===== src/rtl/testdrive_slave_regfile.sv =====
// testdrive_slave_regfile
//   Slave-side register file for the TestDrive simple register bus.
//   Holds ID/CTRL/STATUS/SCRATCH/IRQ registers and a command FIFO that user
//   logic drains through a valid/ready port.
// Ports:
//   CLK, nRST           clock, synchronous active-low reset
//   WE/WADDR/WDATA      write channel (1-cycle latency, no backpressure)
//   RE/RADDR/RDATA      read channel (RDATA registered, holds until next RE)
//   CTRL                CTRL register contents
//   STATUS_IN           user status returned by the STATUS register
//   CMD_VALID/CMD_DATA  FIFO head presentation (registered)
//   CMD_READY           user accepts the head entry
//   IRQ_SRC             level interrupt sources
//   IRQ                 registered |(PEND & MASK)
module testdrive_slave_regfile #(
  parameter int unsigned C_ADDR_BITS  = 10,
  parameter logic [31:0] C_ID         = 32'h5444_0001,
  parameter logic [31:0] C_CTRL_RESET = 32'h0,
  parameter int unsigned C_FIFO_DEPTH = 16,
  parameter int unsigned C_IRQ_BITS   = 8
) (
  input  logic                   CLK,
  input  logic                   nRST,
  input  logic                   WE,
  input  logic [C_ADDR_BITS-1:0] WADDR,
  input  logic [31:0]            WDATA,
  input  logic                   RE,
  input  logic [C_ADDR_BITS-1:0] RADDR,
  output logic [31:0]            RDATA,
  output logic [31:0]            CTRL,
  input  logic [31:0]            STATUS_IN,
  output logic                   CMD_VALID,
  output logic [31:0]            CMD_DATA,
  input  logic                   CMD_READY,
  input  logic [C_IRQ_BITS-1:0]  IRQ_SRC,
  output logic                   IRQ
);

  localparam int unsigned PW = $clog2(C_FIFO_DEPTH);
  localparam int unsigned LW = PW + 1;

  localparam logic [C_ADDR_BITS-1:0] A_ID      = C_ADDR_BITS'(0);
  localparam logic [C_ADDR_BITS-1:0] A_CTRL    = C_ADDR_BITS'(1);
  localparam logic [C_ADDR_BITS-1:0] A_STATUS  = C_ADDR_BITS'(2);
  localparam logic [C_ADDR_BITS-1:0] A_PUSH    = C_ADDR_BITS'(3);
  localparam logic [C_ADDR_BITS-1:0] A_FSTAT   = C_ADDR_BITS'(4);
  localparam logic [C_ADDR_BITS-1:0] A_PEND    = C_ADDR_BITS'(5);
  localparam logic [C_ADDR_BITS-1:0] A_MASK    = C_ADDR_BITS'(6);
  localparam logic [C_ADDR_BITS-1:0] A_SCRATCH = C_ADDR_BITS'(7);

  logic [31:0]           r_rdata;
  logic [31:0]           r_ctrl;
  logic [31:0]           r_scratch;
  logic [C_IRQ_BITS-1:0] r_pend;
  logic [C_IRQ_BITS-1:0] r_mask;
  logic                  r_ovf;
  logic                  r_irq;
  logic [31:0]           r_mem [C_FIFO_DEPTH];
  logic [PW-1:0]         r_wptr;
  logic [PW-1:0]         r_rptr;
  logic [LW-1:0]         r_level;

  logic                  w_full;
  logic                  w_empty;
  logic                  w_pop;
  logic                  w_push_req;
  logic                  w_push;
  logic                  w_ovf_set;
  logic                  w_ovf_clr;
  logic [C_IRQ_BITS-1:0] w_pend_clr;
  logic [31:0]           w_fifo_stat;
  logic [31:0]           w_rd_mux;

  // FIFO status and handshake qualification
  assign w_full      = (r_level == LW'(C_FIFO_DEPTH));
  assign w_empty     = (r_level == '0);
  assign w_pop       = nRST & !w_empty & CMD_READY;
  assign w_push_req  = nRST & WE & (WADDR == A_PUSH);
  // A full FIFO still accepts a push when the head leaves in the same cycle
  assign w_push      = w_push_req & (!w_full | w_pop);
  assign w_ovf_set   = w_push_req & !w_push;
  assign w_ovf_clr   = RE & (RADDR == A_FSTAT);
  assign w_pend_clr  = (WE && (WADDR == A_PEND)) ? WDATA[C_IRQ_BITS-1:0] : '0;
  assign w_fifo_stat = {r_ovf, w_full, w_empty, 20'd0, 9'(r_level)};

  // Read decode; unmapped and write-only addresses return 0
  always_comb begin
    w_rd_mux = '0;
    case (RADDR)
      A_ID:      w_rd_mux = C_ID;
      A_CTRL:    w_rd_mux = r_ctrl;
      A_STATUS:  w_rd_mux = STATUS_IN;
      A_FSTAT:   w_rd_mux = w_fifo_stat;
      A_PEND:    w_rd_mux = 32'(r_pend);
      A_MASK:    w_rd_mux = 32'(r_mask);
      A_SCRATCH: w_rd_mux = r_scratch;
      default:   w_rd_mux = '0;
    endcase
  end

  // Register file, FIFO pointers, interrupt logic
  always_ff @(posedge CLK) begin
    if (!nRST) begin
      r_rdata   <= '0;
      r_ctrl    <= C_CTRL_RESET;
      r_scratch <= '0;
      r_pend    <= '0;
      r_mask    <= '0;
      r_ovf     <= 1'b0;
      r_irq     <= 1'b0;
      r_wptr    <= '0;
      r_rptr    <= '0;
      r_level   <= '0;
    end else begin
      if (RE) r_rdata <= w_rd_mux;
      if (WE) begin
        if (WADDR == A_CTRL)    r_ctrl    <= WDATA;
        if (WADDR == A_MASK)    r_mask    <= WDATA[C_IRQ_BITS-1:0];
        if (WADDR == A_SCRATCH) r_scratch <= WDATA;
      end
      // Set has priority over write-1-to-clear
      r_pend <= (r_pend & ~w_pend_clr) | IRQ_SRC;
      r_irq  <= |(r_pend & r_mask);
      // A new overflow in the clearing-read cycle keeps OVF set
      r_ovf  <= w_ovf_set | (r_ovf & !w_ovf_clr);
      if (w_push) r_wptr <= r_wptr + PW'(1);
      if (w_pop)  r_rptr <= r_rptr + PW'(1);
      if (w_push && !w_pop)      r_level <= r_level + LW'(1);
      else if (w_pop && !w_push) r_level <= r_level - LW'(1);
    end
  end

  // FIFO storage; contents need no reset since pointers define validity
  always_ff @(posedge CLK) begin
    if (w_push) r_mem[r_wptr] <= WDATA;
  end

  assign RDATA     = r_rdata;
  assign CTRL      = r_ctrl;
  assign CMD_VALID = !w_empty;
  assign CMD_DATA  = r_mem[r_rptr];
  assign IRQ       = r_irq;

endmodule


===== config.mk =====
export PLATFORM = sky130hd
export DESIGN_NAME = testdrive_slave_regfile
export DESIGN_NICKNAME = d
export VERILOG_FILES = /design/src/rtl/testdrive_slave_regfile.sv
export SDC_FILE = /design/constraint.sdc
export NUM_CORES = 1
export LEC_CHECK = 0
export BUFFER_PORTS_ARGS = -buffer_cell sky130_fd_sc_hd__buf_2
export CORE_MARGIN = 2
export CORE_UTILIZATION = 52
export DETAILED_ROUTE_END_ITERATION = 10
export HOLD_SLACK_MARGIN = 0.08
export PLACE_DENSITY_LB_ADDON = 0.3
export SETUP_SLACK_MARGIN = 0.15
export SYNTH_ARGS = -nofsm -noshare
export SYNTH_HDL_FRONTEND = slang
export SYNTH_SLANG_ARGS = --single-unit
export TNS_END_PERCENT = 1

===== constraint.sdc =====
create_clock -name CLK -period 7.3 [get_ports CLK]
set_input_delay 1.46 -clock CLK [delete_from_list [all_inputs] [get_ports CLK]]
set_output_delay 1.46 -clock CLK [all_outputs]
set_load 0.01 [all_outputs]

Word level (Yosys, flattened, before mapping)
Memory sizes are Yosys's and may differ from the RTL's. A register that Yosys moved wholly into a read port is not among the register bits.
Cells that the tools add are included.
W data, S select, Z words.
- bits of input ports: 97
- logic and storage cells: 64
- memories kept: 1
- flip-flop bits (word level): 127
- RAM bits: 512
- bitwise gates (word level): 14
- add/subtract/negate cells: 4
- mux-type cells: 8
- eq/ne operators: 12
- reductions and logical operators: 15
- memory list (memory ; words ; bits a word ; read ports ; clocked after Yosys merged registers in ; write ports ; line ; source):
    r_mem ; 16 ; 32 ; 1 ; 1 ; 1 ; 58 ; logic [31:0] r_mem [C_FIFO_DEPTH];
- operators with widths (kind ; number):
    $pmux W32 S7 ; 1
    $eq A10 B3 Y1 const B ; 7
    $eq A10 B1 Y1 const B ; 2
    $eq A10 B2 Y1 const B ; 2
    $and A8 B8 Y8 ; 2
    $logic_not A10 Y1 ; 1
    $mux W5 ; 2
    $add A4 B1 Y4 const B ; 2
    $and A1 B1 Y1 ; 8
    $mux W4 ; 2
    $mux W8 ; 1
    $not A8 Y8 ; 1
    $or A8 B8 Y8 ; 1
    $reduce_or A8 Y1 ; 1
    $reduce_and A2 Y1 ; 3
    $add A5 B1 Y5 const B ; 1
    $eq A5 B5 Y1 const B ; 1
    $logic_not A1 Y1 ; 5
    $logic_not A5 Y1 ; 1
    $sub A5 B1 Y5 const B ; 1
    $logic_and A1 B1 Y1 ; 3
    $mux W1 ; 2
    $or A1 B1 Y1 ; 2
    $reduce_bool A2 Y1 ; 1

Logic depth before layout (Yosys ltp)
- depth after elaboration: 10
- gate-level depth with buffers: 11
- depth with buffers taken out: 10

Worst setup path after synthesis
Ideal clock, no wire load.
- kind: input-to-reg
- from: in WADDR[7]
- to: mem r_mem[3][0] (enable)
- data required time: 6.839 ns
- buffers on the path: 0
- stages on the path: 4
- library setup time: 0.461 ns
- arrival: 4.886 ns
- setup slack: 1.953 ns
- cells stage by stage: or4_4 > nor4_2 > nand3_1 > nor3_1
- cells in the longest elaborated chain, start to end: 5
- RTL lines (element ; line ; source):
    start, declared ; 25 ; input logic [C_ADDR_BITS-1:0] WADDR,
    $eq A10 B2 Y1 ; 78 ; assign w_push_req = nRST & WE & (WADDR == A_PUSH);
    $and A1 B1 Y1 ; 78 ;
    $and A1 B1 Y1 ; 80 ; assign w_push = w_push_req & (!w_full | w_pop);
    $mux W1 ; 135 ; if (w_push) r_mem[r_wptr] <= WDATA;
    $mux W1 (not written as such) ; 135 ;
    end, declared ; 58 ;
Every way passes these cells.

==> results.md <==
* CTS root buf: clkbuf_16
* Hold Vio Cnt, Final at 0
* Initial antenna violation count at 2
* Yosys warning count at 0
* Tcrit/Tclk final at 64.7%
* Setup crit start kind: register
* DPL Wire Length at roughly 35000 µm
* Overflow left after global routing at 0
* Setup Viol. Count Final at 0
* Leakage at 9.59 nW
* Final TNS setup at 0 ns
* DRC at 0
* Critical Path Sink Type: output port
* Non-filler instance count after layout at 2326
* Largest net degree at the start of global routing at 129
* Post-synthesis sequential area ratio at 71.9%
* Setup CP Type: register to output port
* P&R area growth vs syn at 14.7%
* Initial Util at between 50% and 60%
* Class of the worst hold path: register to register
* Worst rel slew slack at between 30% and 40%
* Netlist cell types at 53
* Fillers at 3434
* Seq cells post-synth at ~640
* CP Data Arrival Time at 3.26 ns
* Synth area leaders: edfxtp_1 (61%), mux4_2 (12%), dfxtp_1 (10%), a22oi_1 (2.6%), nand2_1 (2.4%)
* Routed vias at approximately 14000
* Placed cells at 2206
* Pwr/cell area at 298 mW/mm²
* Post-CTS resize count at 0
* GRT Util Overall at 23.2%
* H-tree levels at 3
* Dominant cell type by area after synthesis: edfxtp_1
* Ys flop type: edfxtp_1
* Critical path data required time at 5.84 ns
* Die ar. at 0.0499 mm²
* Worst vdd ir at 0.157 mV
* Crit path max fanout at 32
* Asr flop ratio synth at 0%
* Max_cap viols at 0
* IO Count at approximately 200
* Slew @ Worst Pin at between 1 and 1.5 ns
* DRT antenna net count at 0
* Unrepaired setup endpoints after global routing: no
* Clock buffer count from CTS at 66
* Post-synth top area share at about three fifths
* Hold buffer count at CTS at 0
* First-pass GRT wire length at 86700 µm
* Worst-path clk slew at 0.06 ns
* Post-Syn Area at around 0.025 mm²
* Nets at 1766
* Internal at between 6 and 7 mW
* Final Max Tran Viols at 0
* Clk sink count at ~640
* Synthesized instance count at 1478
* CTS tree: done
* Clock latency on the worst-skew pair at between 0.5 and 0.6 ns
* Switching part of the total at 23.6%
* Number of port buffers at 194
* Final WL at 57500 µm
* Clk_skew at approximately 0.020 ns
* RePlAce Congestion at about 0.8
* Iteration-0 DRC Markers at 1443
* Status: complete, no violations
* Avg WL per Cell at 24.7 µm
* EDFF count, synth at 512
* Period minus WS final at 4.72 ns
* Part of the power in registers at 47.4%
* Row Count at 80
* Vias in the first global route at between 10000 and 15000
* Die height at 223 µm
* Post-CTS setup buffers at 0
* Max clock buf depth at 3
* Mean Syn Cell Area at 16.9 µm²
* Core area at roughly 0.048 mm²
* Die width at 223 µm
* Final core utilization at 60.3%
* Logic pwr share at a little over an eighth
* First-pass iteration count of the detailed router at 5
* Clk pwr share at 39.6%
* Fmax at between 200 and 250 MHz
* Layout cell share with drive strength beyond 1 at 29.8%
* Mapped Nets at 1585
* Hold_sp: RDATA[25]$_SDFFE_PN0P_
* Launch point of the worst reg-to-reg path: r_level[1]$_SDFFE_PN0P_
* Vias per cell at 6.09
* Switching Power at 2.02 mW
==> critical path: stages (launching register included) <==
cell,delay [ns]
dfxtp_4,0.76
buf_4,0.64
mux4_2,0.60
a22oi_1,0.37
nand2_1,0.12
buf_2,0.16
==> power groups by stage <==
| stage | combinational (mW) | sequential (mW) | clock, mW |
|---|---|---|---|
| after floorplan | 0.856 | 4.07 | 0 |
| after global placement | 1.12 | 4.14 | 0 |
| after detailed placement | 1.13 | 4.14 | 0 |
| after CTS | 1.13 | 4.06 | 3.44 |
| after global routing | 1.21 | 4.06 | 3.58 |
| final | 1.11 | 4.05 | 3.39 |
==> cell families after synthesis <==
kind of cell,synth area share [%]
buffers and inverters,2.07
AOI/OAI and AO/OA,7.69
xor gates and xnor gates,0.105
muxes,12.3
and+or+nand+nor,5.50
DFF,71.9
adders and majority gates,0.530
==> Yosys cell counts, types with 4 or more instances <==
| cell type | count |
|---|---|
| buf_2 | 21 |
| edfxtp_1 | 512 |
| mux2i_1 | 4 |
| a31oi_1 | 15 |
| o21ai_1 | 8 |
| mux2_2 | 5 |
| ha_1 | 9 |
| or4_1 | 6 |
| buf_1 | 6 |
| nand2_1 | 160 |
| inv_1 | 16 |
| a22oi_1 | 88 |
| nand3_2 | 4 |
| nor2_1 | 25 |
| dfxtp_1 | 131 |
| mux4_2 | 132 |
| nand2b_1 | 5 |
| and3_1 | 16 |
| a221oi_1 | 10 |
| nand3_1 | 51 |
| clkbuf_1 | 60 |
| nor2b_1 | 9 |
| nor3_1 | 4 |
| o21ai_2 | 32 |
| a21oi_1 | 39 |
| a22o_1 | 31 |
| o21ai_0 | 35 |
| buf_6 | 9 |
==> placed cells by master (no fill, tap or decap), types with 32 or more instances in the layout <==
cell type  instances
a22oi_1           88
a21oi_1           39
dfxtp_1          129
buf_2            193
o21ai_0           35
o21ai_2           32
clkbuf_16         67
mux4_2           132
edfxtp_1         512
nand2_1          160
nand3_1           51
==> final cells by class <==
class                           count  area (µm²)  area share (%)
Antenna cell                        1        2.50         0.00871
Clock buffer                       75        1710            5.94
Clock inverter                     44         484            1.68
Inverter                           17        63.8           0.222
Multi-Input combinational cell    722        6600            23.0
Sequential cell                   643       18000            62.6
Tap cell                          615         769            2.68
Timing Repair Buffer              209        1110            3.87
==> final timing paths <==
check,end,slack [ns],depth (start not counted)
hold / removal,RDATA[25]$_SDFFE_PN0P_,0.45,2
setup / recovery,CMD_DATA[23],2.58,5
hold reg to reg,RDATA[25]$_SDFFE_PN0P_,0.45,2
setup reg to reg,r_level[4]$_SDFFE_PN0P_,4.25,10
==> metal layers <==
metal / routed length, µm / vias up / track usage, %
li1: - / 6261 / -
met1: 24500 / 7173 / 34.5
met2: 27200 / 642 / 35.6
met3: 4680 / 87 / 4.06
met4: 1080 / 0 / 6.67
met5: 0 / - / 0
==> through the flow <==
step / total power, mW / setup slack [ns] / instance area, µm² / hold WS [ns]
after floorplan: 4.93 / 1.95 / 25000 / 0.433
after global placement: 5.25 / 2.89 / 26500 / 0.433
after detailed placement: 5.26 / 2.77 / 26500 / 0.440
after CTS: 8.63 / 2.44 / 28700 / 0.453
after global routing: 8.86 / 2.31 / 28700 / 0.475
final: 8.56 / 2.58 / 28700 / 0.450
==> state kept, by name, summed over array words and instances (netlist names), named ones only <==
| register | count |
|---|---|
| r_mem | 512 |
| r_ovf | 1 |
| CTRL | 32 |
| IRQ | 1 |
| r_scratch | 32 |
| r_wptr | 4 |
| r_mask | 8 |
| r_rptr | 4 |
| RDATA | 32 |
| r_level | 5 |
| r_pend | 8 |
Power figures use the tool's default switching activity.
